[config.mk]
export PLATFORM = sky130hd
export DESIGN_NAME = issue_queue_flat
export DESIGN_NICKNAME = d
export VERILOG_FILES = /design/src/rtl/issue_queue_if.sv /design/src/rtl/issue_queue.sv /design/src/flat_wrapper.sv
export SDC_FILE = /design/constraint.sdc
export NUM_CORES = 1
export LEC_CHECK = 0
export CORE_ASPECT_RATIO = 1.2
export CORE_MARGIN = 10
export CORE_UTILIZATION = 34
export CTS_CLUSTER_DIAMETER = 200
export CTS_CLUSTER_SIZE = 20
export DETAILED_ROUTE_END_ITERATION = 6
export PLACE_DENSITY_LB_ADDON = 0.1
export SETUP_SLACK_MARGIN = 0.1
export SYNTH_ARGS = -nofsm -noshare
export SYNTH_HDL_FRONTEND = slang
export SYNTH_SLANG_ARGS = --single-unit
[constraint.sdc]
create_clock -name clk -period 16.2 [get_ports clk]
set_input_delay 2.43 -clock clk [delete_from_list [all_inputs] [get_ports clk]]
set_output_delay 2.43 -clock clk [all_outputs]
set_load 0.05 [all_outputs]
[src/rtl/issue_queue_if.sv]
// Fetch-side and register-read-side signals of the dual-issue instruction queue.
// The queue is the slave; fetch and the register stage together act as master.
interface issue_queue_if #(
    parameter int AW = 3
);
    logic          in_valid;
    logic [31:0]   in_ins0;
    logic [31:0]   in_ins1;
    logic [31:0]   in_pc;
    logic          in_ready;
    logic          flush;
    logic          out_ready;
    logic          out_valid0;
    logic          out_valid1;
    logic [31:0]   out_ins0;
    logic [31:0]   out_ins1;
    logic [31:0]   out_pc0;
    logic [31:0]   out_pc1;
    logic [AW:0]   count;
    logic          overflow;

    // Handshakes: a fetch pair transfers on an edge where in_valid && in_ready;
    // the issue register is consumed on an edge where out_ready is high, and
    // refills whenever it is consumed or empty (out_valid0 low).
    modport slave (
        input  in_valid, in_ins0, in_ins1, in_pc, flush, out_ready,
        output in_ready, out_valid0, out_valid1, out_ins0, out_ins1,
               out_pc0, out_pc1, count, overflow
    );

    modport master (
        output in_valid, in_ins0, in_ins1, in_pc, flush, out_ready,
        input  in_ready, out_valid0, out_valid1, out_ins0, out_ins1,
               out_pc0, out_pc1, count, overflow
    );
endinterface

[src/rtl/issue_queue.sv]
// Dual-issue instruction queue: circular buffer of fetched pairs feeding a
// two-lane issue register with control and RAW/WAW pairing restrictions.
module issue_queue #(
    parameter int DEPTH = 8,
    parameter int AW    = 3
) (
    input  logic           clk,
    input  logic           rst,
    issue_queue_if.slave   bus
);
    localparam logic [5:0] OP_SPECIAL = 6'b000000;
    localparam logic [5:0] OP_J       = 6'b000010;
    localparam logic [5:0] OP_JAL     = 6'b000011;
    localparam logic [5:0] OP_BEQ     = 6'b000100;
    localparam logic [5:0] OP_ADDI    = 6'b001000;
    localparam logic [5:0] OP_LW      = 6'b100011;
    localparam logic [5:0] OP_SW      = 6'b101011;
    localparam logic [5:0] FN_JR      = 6'b001000;

    logic [31:0]  mem_ins_q [DEPTH];
    logic [31:0]  mem_pc_q  [DEPTH];
    logic [AW-1:0] head_q, head_d, tail_q, tail_d;
    logic [AW:0]   count_q, count_d;
    logic          overflow_q, overflow_d;
    logic          out_valid0_q, out_valid0_d, out_valid1_q, out_valid1_d;
    logic [31:0]   out_ins0_q, out_ins0_d, out_ins1_q, out_ins1_d;
    logic [31:0]   out_pc0_q, out_pc0_d, out_pc1_q, out_pc1_d;

    function automatic logic is_ctrl(input logic [5:0] op, input logic [5:0] fn);
        return (op == OP_JAL) || (op == OP_J) || (op == OP_BEQ) ||
               (op == OP_SPECIAL && fn == FN_JR);
    endfunction

    // Register 0 doubles as "no destination": it never creates a hazard.
    function automatic logic [4:0] dest_of(input logic [5:0] op, input logic [5:0] fn,
                                           input logic [4:0] rt, input logic [4:0] rd);
        logic [4:0] d;
        d = 5'd0;
        if (op == OP_SPECIAL && fn != FN_JR) d = rd;
        else if (op == OP_ADDI || op == OP_LW) d = rt;
        else if (op == OP_JAL) d = 5'd31;
        return d;
    endfunction

    logic [AW-1:0] head_p1, tail_p1;
    logic [31:0]   h_ins, n_ins, h_pc, n_pc;
    logic [4:0]    h_dest, n_dest;
    logic          n_uses_rt, raw, waw, lane0, lane1, load, enq;
    logic [AW:0]   pop_cnt, enq_cnt;

    assign head_p1 = head_q + AW'(1);
    assign tail_p1 = tail_q + AW'(1);
    assign h_ins   = mem_ins_q[head_q];
    assign n_ins   = mem_ins_q[head_p1];
    assign h_pc    = mem_pc_q[head_q];
    assign n_pc    = mem_pc_q[head_p1];

    assign h_dest    = dest_of(h_ins[31:26], h_ins[5:0], h_ins[20:16], h_ins[15:11]);
    assign n_dest    = dest_of(n_ins[31:26], n_ins[5:0], n_ins[20:16], n_ins[15:11]);
    assign n_uses_rt = (n_ins[31:26] == OP_SPECIAL) || (n_ins[31:26] == OP_BEQ) ||
                       (n_ins[31:26] == OP_SW);
    assign raw = (h_dest != 5'd0) &&
                 ((h_dest == n_ins[25:21]) || (n_uses_rt && h_dest == n_ins[20:16]));
    assign waw = (h_dest != 5'd0) && (h_dest == n_dest);

    assign lane0 = (count_q != '0);
    assign lane1 = (count_q >= (AW+1)'(2)) && !is_ctrl(h_ins[31:26], h_ins[5:0]) &&
                   !is_ctrl(n_ins[31:26], n_ins[5:0]) && !raw && !waw;
    assign load  = !out_valid0_q || bus.out_ready;

    // in_ready looks only at the registered count, never at same-edge pops.
    assign bus.in_ready = (count_q <= (AW+1)'(DEPTH - 2));
    assign enq          = bus.in_valid && bus.in_ready;

    always_comb begin
        pop_cnt      = '0;
        enq_cnt      = enq ? (AW+1)'(2) : '0;
        out_valid0_d = out_valid0_q;
        out_valid1_d = out_valid1_q;
        out_ins0_d   = out_ins0_q;
        out_ins1_d   = out_ins1_q;
        out_pc0_d    = out_pc0_q;
        out_pc1_d    = out_pc1_q;
        overflow_d   = overflow_q || (bus.in_valid && !bus.in_ready);
        if (load) begin
            pop_cnt      = (AW+1)'(lane0) + (AW+1)'(lane0 && lane1);
            out_valid0_d = lane0;
            out_valid1_d = lane0 && lane1;
            out_ins0_d   = lane0 ? h_ins : 32'd0;
            out_pc0_d    = lane0 ? h_pc  : 32'd0;
            out_ins1_d   = (lane0 && lane1) ? n_ins : 32'd0;
            out_pc1_d    = (lane0 && lane1) ? n_pc  : 32'd0;
        end
        head_d  = head_q + pop_cnt[AW-1:0];
        tail_d  = enq ? tail_q + AW'(2) : tail_q;
        count_d = count_q + enq_cnt - pop_cnt;
    end

    always_ff @(posedge clk) begin
        if (rst && !bus.flush && enq) begin
            mem_ins_q[tail_q]  <= bus.in_ins0;
            mem_pc_q[tail_q]   <= bus.in_pc;
            mem_ins_q[tail_p1] <= bus.in_ins1;
            mem_pc_q[tail_p1]  <= bus.in_pc + 32'd1;
        end
    end

    // Flush keeps overflow: it records a fetch protocol error, not queue content.
    always_ff @(posedge clk) begin
        if (!rst || bus.flush) begin
            head_q       <= '0;
            tail_q       <= '0;
            count_q      <= '0;
            out_valid0_q <= 1'b0;
            out_valid1_q <= 1'b0;
            out_ins0_q   <= '0;
            out_ins1_q   <= '0;
            out_pc0_q    <= '0;
            out_pc1_q    <= '0;
            overflow_q   <= rst ? overflow_q : 1'b0;
        end else begin
            head_q       <= head_d;
            tail_q       <= tail_d;
            count_q      <= count_d;
            out_valid0_q <= out_valid0_d;
            out_valid1_q <= out_valid1_d;
            out_ins0_q   <= out_ins0_d;
            out_ins1_q   <= out_ins1_d;
            out_pc0_q    <= out_pc0_d;
            out_pc1_q    <= out_pc1_d;
            overflow_q   <= overflow_d;
        end
    end

    assign bus.out_valid0 = out_valid0_q;
    assign bus.out_valid1 = out_valid1_q;
    assign bus.out_ins0   = out_ins0_q;
    assign bus.out_ins1   = out_ins1_q;
    assign bus.out_pc0    = out_pc0_q;
    assign bus.out_pc1    = out_pc1_q;
    assign bus.count      = count_q;
    assign bus.overflow   = overflow_q;
endmodule

[src/flat_wrapper.sv]
// flat-port wrapper written by rule: the top's interface ports become plain ports
module issue_queue_flat 
#(
    parameter int DEPTH = 8,
    parameter int AW    = 3
)
  (clk, rst, bus_in_valid, bus_in_ins0, bus_in_ins1, bus_in_pc, bus_flush, bus_out_ready, bus_in_ready, bus_out_valid0, bus_out_valid1, bus_out_ins0, bus_out_ins1, bus_out_pc0, bus_out_pc1, bus_count, bus_overflow);
  issue_queue_if #(.AW(AW)) bus_i ();
  input  logic clk;
  input  logic rst;
  input wire logic [$bits(bus_i.in_valid)-1:0] bus_in_valid;
  input wire logic [$bits(bus_i.in_ins0)-1:0] bus_in_ins0;
  input wire logic [$bits(bus_i.in_ins1)-1:0] bus_in_ins1;
  input wire logic [$bits(bus_i.in_pc)-1:0] bus_in_pc;
  input wire logic [$bits(bus_i.flush)-1:0] bus_flush;
  input wire logic [$bits(bus_i.out_ready)-1:0] bus_out_ready;
  output wire logic [$bits(bus_i.in_ready)-1:0] bus_in_ready;
  output wire logic [$bits(bus_i.out_valid0)-1:0] bus_out_valid0;
  output wire logic [$bits(bus_i.out_valid1)-1:0] bus_out_valid1;
  output wire logic [$bits(bus_i.out_ins0)-1:0] bus_out_ins0;
  output wire logic [$bits(bus_i.out_ins1)-1:0] bus_out_ins1;
  output wire logic [$bits(bus_i.out_pc0)-1:0] bus_out_pc0;
  output wire logic [$bits(bus_i.out_pc1)-1:0] bus_out_pc1;
  output wire logic [$bits(bus_i.count)-1:0] bus_count;
  output wire logic [$bits(bus_i.overflow)-1:0] bus_overflow;
  assign bus_i.in_valid = bus_in_valid;
  assign bus_i.in_ins0 = bus_in_ins0;
  assign bus_i.in_ins1 = bus_in_ins1;
  assign bus_i.in_pc = bus_in_pc;
  assign bus_i.flush = bus_flush;
  assign bus_i.out_ready = bus_out_ready;
  assign bus_in_ready = bus_i.in_ready;
  assign bus_out_valid0 = bus_i.out_valid0;
  assign bus_out_valid1 = bus_i.out_valid1;
  assign bus_out_ins0 = bus_i.out_ins0;
  assign bus_out_ins1 = bus_i.out_ins1;
  assign bus_out_pc0 = bus_i.out_pc0;
  assign bus_out_pc1 = bus_i.out_pc1;
  assign bus_count = bus_i.count;
  assign bus_overflow = bus_i.overflow;
  issue_queue #(.DEPTH(DEPTH), .AW(AW)) u_core (.clk(clk), .rst(rst), .bus(bus_i));
endmodule
==> results of run 1 <==
-- cell families after synthesis --
family | count (synthesis)
compound gates | 197
xor+xnor | 39
fa+ha+maj | 14
buf+inv | 137
flops | 652
mux | 397
simple gates | 316
-- stage by stage --
stage	utilization	cells	total power [mW]	hold slack (ps)
final	0.3962	3110	4.819	447.6
after CTS	0.3962	3109	4.911	448.7
after global placement	0.3830	3042	3.870	441.1
after detailed placement	0.3830	3042	3.878	435.1
after floorplan	-	1752	3.333	469.2
after global routing	0.3962	3110	5.085	481.2
-- registers in the layout (all words and copies together), names as in the netlist --
| signal | cells |
|---|---|
| u_core.mem_ins_q | 256 |
| u_core.mem_pc_q | 256 |
| u_core.bus.out_ins0 | 32 |
| u_core.bus.out_ins1 | 32 |
| u_core.bus.out_pc0 | 32 |
| u_core.bus.out_pc1 | 32 |
| u_core.bus.count | 4 |
| u_core.head_q | 3 |
| u_core.tail_q | 2 |
| u_core.bus.out_valid0 | 1 |
| u_core.bus.out_valid1 | 1 |
| u_core.bus.overflow | 1 |
-- layout make-up --
cell class	count	share of cell area
Sequential cell	652	0.5337
Clock buffer	66	0.03284
Timing Repair Buffer	263	0.07522
Antenna cell	1	0.00007338
Multi-Input combinational cell	963	0.3135
Tap cell	1140	0.04183
Inverter	24	0.002642
Clock inverter	1	0.0002568
-- cell usage after synthesis (29+ instances only) --
master	n	area, sq um
sky130_fd_sc_hd__o21ai_2	59	516.8
sky130_fd_sc_hd__dfxtp_1	139	2783
sky130_fd_sc_hd__mux2_2	32	360.4
sky130_fd_sc_hd__clkbuf_1	56	210.2
sky130_fd_sc_hd__buf_2	33	165.2
sky130_fd_sc_hd__xnor2_1	29	254.0
sky130_fd_sc_hd__nand2_1	89	334.1
sky130_fd_sc_hd__mux4_2	235	5293
sky130_fd_sc_hd__a21oi_1	54	270.3
sky130_fd_sc_hd__edfxtp_1	513	15400
sky130_fd_sc_hd__mux2i_1	112	1121
sky130_fd_sc_hd__nor2_1	154	578.1
-- worst max-delay path, stage by stage (launching register included) --
cell and delay [ps]:
sky130_fd_sc_hd__dfxtp_4 890, sky130_fd_sc_hd__buf_4 850, sky130_fd_sc_hd__buf_4 750, sky130_fd_sc_hd__mux4_1 640
sky130_fd_sc_hd__mux2_2 300, sky130_fd_sc_hd__or4b_1 710, sky130_fd_sc_hd__o21ai_0 310, sky130_fd_sc_hd__o22ai_1 100
sky130_fd_sc_hd__nor2_1 120, sky130_fd_sc_hd__o22ai_1 110, sky130_fd_sc_hd__a2111oi_2 480, sky130_fd_sc_hd__and3b_1 280
sky130_fd_sc_hd__and2_1 180, sky130_fd_sc_hd__fa_1 430, sky130_fd_sc_hd__inv_1 70, sky130_fd_sc_hd__ha_1 130
sky130_fd_sc_hd__inv_1 50, sky130_fd_sc_hd__fa_1 400, sky130_fd_sc_hd__xnor2_1 160, sky130_fd_sc_hd__nor2_1 50
-- final timing paths --
| check | from | to |
|---|---|---|
| setup reg to reg | u_core.head_q[0] | u_core.bus.count[3] |
| setup / recovery | u_core.head_q[0] | u_core.bus.count[3] |
| hold / removal | u_core.bus.out_valid1 | u_core.bus.out_valid1 |
| hold reg to reg | u_core.bus.out_valid1 | u_core.bus.out_valid1 |
-- where the power goes --
group	switching (mW)	total (mW)	internal [mW]	leakage [nW]
clock network	0.544	1.02	0.475	0.539
registers	0.0867	1.97	1.88	5.76
logic	1.03	1.83	0.802	3.89
total	1.66	4.82	3.16	10.2
-- per-layer routing --
layer  global-route usage  up-vias  part of all wire
li1                     -     7405                 -
met3              0.03329       75             0.052
met2               0.2965      375              0.51
met1               0.2087     8913              0.42
met5                    0        -            0.0011
met4              0.02658       16             0.012
-- cells in the final DEF (no fill, tap or decap), drive strengths merged, types with 4 or more instances in the layout --
cell	n
edfxtp	513
mux4	253
clkdlybuf4s50	236
nor2	154
dfxtp	139
mux2i	112
nand2	89
o21ai	68
clkbuf	66
a21oi	55
mux2	32
xnor2	29
buf	27
inv	25
a22oi	24
nand3	13
ha	11
nor3	10
o22ai	10
xor2	10
nand4	9
o211ai	8
and2	8
or2	6
nor4	6
a2bb2oi	5
nand2b	5
and3	4
a31oi	4
a2111oi	4
==> summary.md, run 1 <==
| Metric | Value |
|---|---|
| Share of synthesized area spent on multiplexers | `0.2462` |
| Worst slew pin tran | `around 1100 ps` |
| Area growth from synthesis to final layout | `15.85%` |
| DR vias | `between 15000 and 20000` |
| Crit Path Class | `reg -> reg` |
| Insertion delay to the later sink of the worst-skew pair | `roughly 590 ps` |
| Dpl cell area | `between 30000 and 40000 sq um` |
| Placer congestion estimate | `~0.78` |
| Unrepaired setup endpoints after global routing | `no` |
| Initial core utilization | `0.3420` |
| Netlist cell types | `64` |
| Filler Cells Inserted | `slightly below 8000` |
| Pre-Repair DR Iteration Count | `5` |
| CP Data Arrival Time | `7820 ps` |
| Cell leakage power | `~10 nW` |
| Average wire length per cell after detail routing | `approximately 27 um` |
| Crit path capture type | `flip-flop` |
| Vertical die dimension | `342.3 um` |
| Post-synthesis async set-or-reset flop share | `0` |
| Worst reg2reg setup slack | `8830 ps` |
| Total global routing overflow | `0` |
| Post-DRT Antenna Nets | `0` |
| Worst-case vdd ir drop | `between 80 and 90 uV` |
| Detail Placement HPWL | `55190 um` |
| Startpoint Class | `flip-flop` |
| Mean number of vias per cell | `5.397` |
| Time the worst path needs with I/O delays and setup | `7372 ps` |
| Post-Synthesis Cells | `about 1800` |
| Clock tree from TritonCTS | `built` |
| Area of the mapped netlist | `29440 sq um` |
| Initial drt markers | `1114` |
| First-pass GRT wire length | `between 100000 and 150000 um` |
| Min-delay worst type | `reg -> reg` |
| Row Count | `~120` |
| Count of cells along the worst register-to-register path | `19` |
| Final clock period utilization by the worst path | `0.4551` |
| Setup-failing EPs final | `0` |
| Number of remaining DRC errors | `0` |
| Syn nets | `roughly 1900` |
| Clock slew at reported path FFs | `90 ps` |
| Total negative slack for setup checks | `0 ps` |
| Run status | `finished, final reports clean` |
| Pin count of the biggest net entering global routing | `66` |
| Footprint of the multi-input gates | `roughly 11000 sq um` |
| Total core area | `86080 sq um` |
| Compound-Gate Fraction of Synth Area | `0.04888` |
| Initial antenna violation count | `14` |
| Post-route cell area | `34100 sq um` |
| Count of final hold-check violations | `0` |
| Area of the die | `98790 sq um` |
| Synthesized area per cell | `between 15 and 20 sq um` |
| Hold Path Cell Cnt | `2` |
| Die Width | `slightly below 300 um` |
| Post-synthesis share of cell area spent on full adders, half adders and majority gates | `0.006716` |
| Proportion of synthesized chip area in sequential cells | `0.6179` |
| Pre-CTS setup slack | `roughly 8800 ps` |
| Count of port buffers added during placement | `approximately 240` |
| Data required, critical path | `roughly 17000 ps` |
| Cell chosen for the clock root | `sky130_fd_sc_hd__clkbuf_16` |
| Number of global-route vias before repair | `about 18000` |
| Count of H-tree levels built during CTS | `2` |
| All-layer global routing usage | `0.1663` |
| Number of pins exceeding their max-slew limit in the final report | `0` |
| Relative slew margins | `0.2678` |
| Cell area power density | `~140 nW/um^2` |
| Number of resized instances in the post-cts repair step | `0` |
| Xor/xnor cell area share of the yosys netlist | `0.01160` |
| Final net count | `2057` |
| Post-CTS setup buffers | `0` |
| Synth warn | `0` |
| Combinational family with the most area after synthesis | `multiplexers` |
| Hold Buf Count CTS | `0` |
| Simple-gate portion of the synthesized area | `0.04714` |
| EDFF count, synth | `513` |
| Number of violations of the max-capacitance limit | `0` |
| Reg area | `between 15000 and 20000 sq um` |
| F_max | `0.1356 GHz` |
| Primary flip-flop cell chosen by synthesis mapping | `sky130_fd_sc_hd__edfxtp_1` |
| Routed Wire Length | `83300 um` |
| Post-route clock skew | `roughly 18 ps` |
| I/O Pins | `237` |
| TritonCTS buffer count | `38` |
| Fraction of layout cells with a size suffix above 1 | `0.2138` |
| Clock Tree Buf Depth | `3` |
| Minimum setup slack in the final design | `~8800 ps` |
| Maximum fanout along the worst path | `60` |
| Flip-flop and latch count after synthesis | `~650` |
| Num Clock Sinks | `652` |
Power figures use the tool's default switching activity.
==> inputs of run 2 (changes only) <==
==> constraint.sdc (replaced) <==
create_clock -name clk -period 7.3 [get_ports clk]
set_input_delay 1.095 -clock clk [delete_from_list [all_inputs] [get_ports clk]]
set_output_delay 1.095 -clock clk [all_outputs]
set_load 0.05 [all_outputs]
==> summary.md, run 2 (synthesis gave the netlist of run 1 again) <==
| Metric | Value |
|---|---|
| Final net count | `between 2000 and 2500` |
| Average wire length per cell after detail routing | `roughly 27 um` |
| Clock tree from TritonCTS | `built` |
| Reg-to-Reg Start | `u_core.head_q[0]` |
| Endpoint of the worst hold-timing path | `u_core.bus.out_valid1` |
| Num Clock Sinks | `between 600 and 700` |
| I/O Pins | `237` |
| DR vias | `around 17000` |
| Cell area power density | `between 300 and 400 nW/um^2` |
| Data required, critical path | `between 7000 and 8000 ps` |
| Worst-case vdd ir drop | `between 200 and 300 uV` |
| Pre-CTS setup slack | `between 1000 and 1500 ps` |
| All-layer global routing usage | `0.1646` |
| Run status | `complete, but fails checks` |
| Post-route cell area | `around 34000 sq um` |
| Relative slew margins | `0.2922` |
| Worst hold path startpoint | `u_core.bus.out_valid1` |
| Clock network power share | `0.210` |
| Leading cell type in the layout, fill and taps excluded | `sky130_fd_sc_hd__edfxtp_1` |
| Vertical die dimension | `about 340 um` |
| Pin count of the biggest net entering global routing | `between 100 and 150` |
| Maximum fanout along the worst path | `112` |
| Antenna fix cells | `0` |
| Total negative slack for setup checks | `0 ps` |
| Die Width | `288.6 um` |
| Initial drt markers | `~1100` |
| Internal cell power | `6.980 mW` |
| Registers with the most flip-flops | `u_core.mem_ins_q: 256 flops, u_core.mem_pc_q: 256 flops` |
| Crit path capture type | `flip-flop` |
| Hold Buf Count CTS | `0` |
| Detail Placement HPWL | `approximately 53000 um` |
| Minimum setup slack in the final design | `about 1400 ps` |
| Cell leakage power | `about 10 nW` |
| Placer congestion estimate | `0.7876` |
| Crit Path Class | `reg -> reg` |
| Area of the die | `between 90000 and 100000 sq um` |
| Post-DRT Antenna Nets | `0` |
| Number of pins exceeding their max-slew limit in the final report | `0` |
| Final clock period utilization by the worst path | `0.8146` |
| Hold Path Cell Cnt | `2` |
| Routed Wire Length | `~83000 um` |
| Number of violations of the max-capacitance limit | `0` |
| Count of cells along the worst register-to-register path | `18` |
| Min-delay worst type | `reg -> reg` |
| Dpl cell area | `around 33000 sq um` |
| Startpoint Class | `flip-flop` |
| Insertion delay to the later sink of the worst-skew pair | `just over 600 ps` |
| Worst slew pin tran | `about 1100 ps` |
| Sw Ratio | `0.3480` |
| Endpoint of the worst register-to-register path | `u_core.bus.count[3]` |
| Number of resized instances in the post-cts repair step | `0` |
| Count of H-tree levels built during CTS | `2` |
| Total global routing overflow | `0` |
| Row Count | `between 100 and 150` |
| Post-route clock skew | `~28 ps` |
| Unrepaired setup endpoints after global routing | `no` |
| Worst reg2reg setup slack | `roughly 1400 ps` |
| Initial core utilization | `0.3420` |
| TritonCTS buffer count | `38` |
| Utilization after layout | `0.3968` |
| Count of port buffers added during placement | `236` |
| Violated checks | `design-rule violations` |
| Post-CTS setup buffers | `0` |
| Final Total Pwr | `~11 mW` |
| Number of remaining DRC errors | `1` |
| Setup-failing EPs final | `0` |
| Clock Tree Buf Depth | `3` |
| Net switching power figure | `roughly 3.7 mW` |
| Initial antenna violation count | `6` |
| Most frequent cells in the layout | `513 x sky130_fd_sc_hd__edfxtp_1, 236 x sky130_fd_sc_hd__clkdlybuf4s50_1, 235 x sky130_fd_sc_hd__mux4_2, 152 x sky130_fd_sc_hd__nor2_1, 136 x sky130_fd_sc_hd__dfxtp_1` |
| CP Data Arrival Time | `6420 ps` |
| Combinational cell fraction of total power | `0.389` |
| Register share of total power | `0.401` |
| Count of final hold-check violations | `0` |
| Pre-Repair DR Iteration Count | `7` |
| F_max | `0.1682 GHz` |
| Time the worst path needs with I/O delays and setup | `a little under 6000 ps` |
| Fraction of layout cells with a size suffix above 1 | `0.2119` |
| Cell chosen for the clock root | `sky130_fd_sc_hd__clkbuf_16` |
| Area growth from synthesis to final layout | `16.02%` |
| First-pass GRT wire length | `121300 um` |
| Mean number of vias per cell | `~5.4` |
| Number of global-route vias before repair | `approximately 18000` |
| Clock slew at reported path FFs | `90 ps` |
| Total core area | `approximately 86000 sq um` |
[run 2: cell count changes in the layout (fill, tap and decap cells not counted), sizes merged]
cell    delta
diode      -1
inv        +2
clkinv     +1
buf        -4
[run 2: final cells by class]
class / count / area (sq um)
clock buffers: 66 / 1056
clock inverters: 4 / 42.54
fillers: 7855 / 51920
inverters: 24 / 90.09
multi-input cells: 963 / 10690
flip-flops and latches: 652 / 18200
well taps: 1140 / 1426
repair buffers: 259 / 2648
[run 2: worst max-delay path, cell delays in order, from the launching register on]
cell                        delay (ps)
sky130_fd_sc_hd__dfxtp_4           520
sky130_fd_sc_hd__buf_12            560
sky130_fd_sc_hd__mux4_1            640
sky130_fd_sc_hd__mux2_2            300
sky130_fd_sc_hd__or4b_1            690
sky130_fd_sc_hd__o21ai_0           380
sky130_fd_sc_hd__o22ai_1           120
sky130_fd_sc_hd__nor2_1            130
sky130_fd_sc_hd__o22ai_1           110
sky130_fd_sc_hd__a2111oi_2         500
sky130_fd_sc_hd__and3b_1           300
sky130_fd_sc_hd__and2_1            190
sky130_fd_sc_hd__fa_1              440
sky130_fd_sc_hd__inv_1              70
sky130_fd_sc_hd__ha_1              140
sky130_fd_sc_hd__inv_1              50
sky130_fd_sc_hd__fa_1              400
sky130_fd_sc_hd__xnor2_1           170
sky130_fd_sc_hd__nor2_1             50
[run 2: worst max path at each step]
| stage | to | cells past startpoint | start |
|---|---|---|---|
| 3_5_place_dp | u_core.bus.count[3] | 19 | u_core.head_q[0] |
| 4_1_cts | u_core.bus.count[3] | 19 | u_core.head_q[0] |
| 3_3_place_gp | u_core.bus.count[3] | 19 | u_core.head_q[0] |
| 6_report | u_core.bus.count[3] | 18 | u_core.head_q[0] |
| 5_1_grt | u_core.bus.count[3] | 19 | u_core.head_q[0] |
| 2_1_floorplan | u_core.mem_ins_q[0][0] | 6 | u_core.bus.count[3] |
[run 2: through the flow]
stage                     cells  hold slack [ps]
after CTS                  3108            449.1
final                      3108            447.9
after global placement     3038            433.4
after detailed placement   3038            436.3
after global routing       3108            481.1
after floorplan            1752            469.2
[run 2: per-layer routing]
metal,routed length [um],track usage,up-vias
li1,-,-,7389
met1,34740,0.2113,8862
met2,42430,0.2885,421
met3,3790,0.02507,85
met4,1644,0.03814,6
met5,34,0,-
[run 2: power groups by stage]
stage	Sequential (mW)	Combinational, mW	Clock [mW]
2_1_floorplan	4.71	2.68	0
3_3_place_gp	4.38	4.24	0
3_5_place_dp	4.39	4.26	0
4_1_cts	4.30	4.27	2.33
5_1_grt	4.32	4.50	2.46
6_report	4.30	4.16	2.24
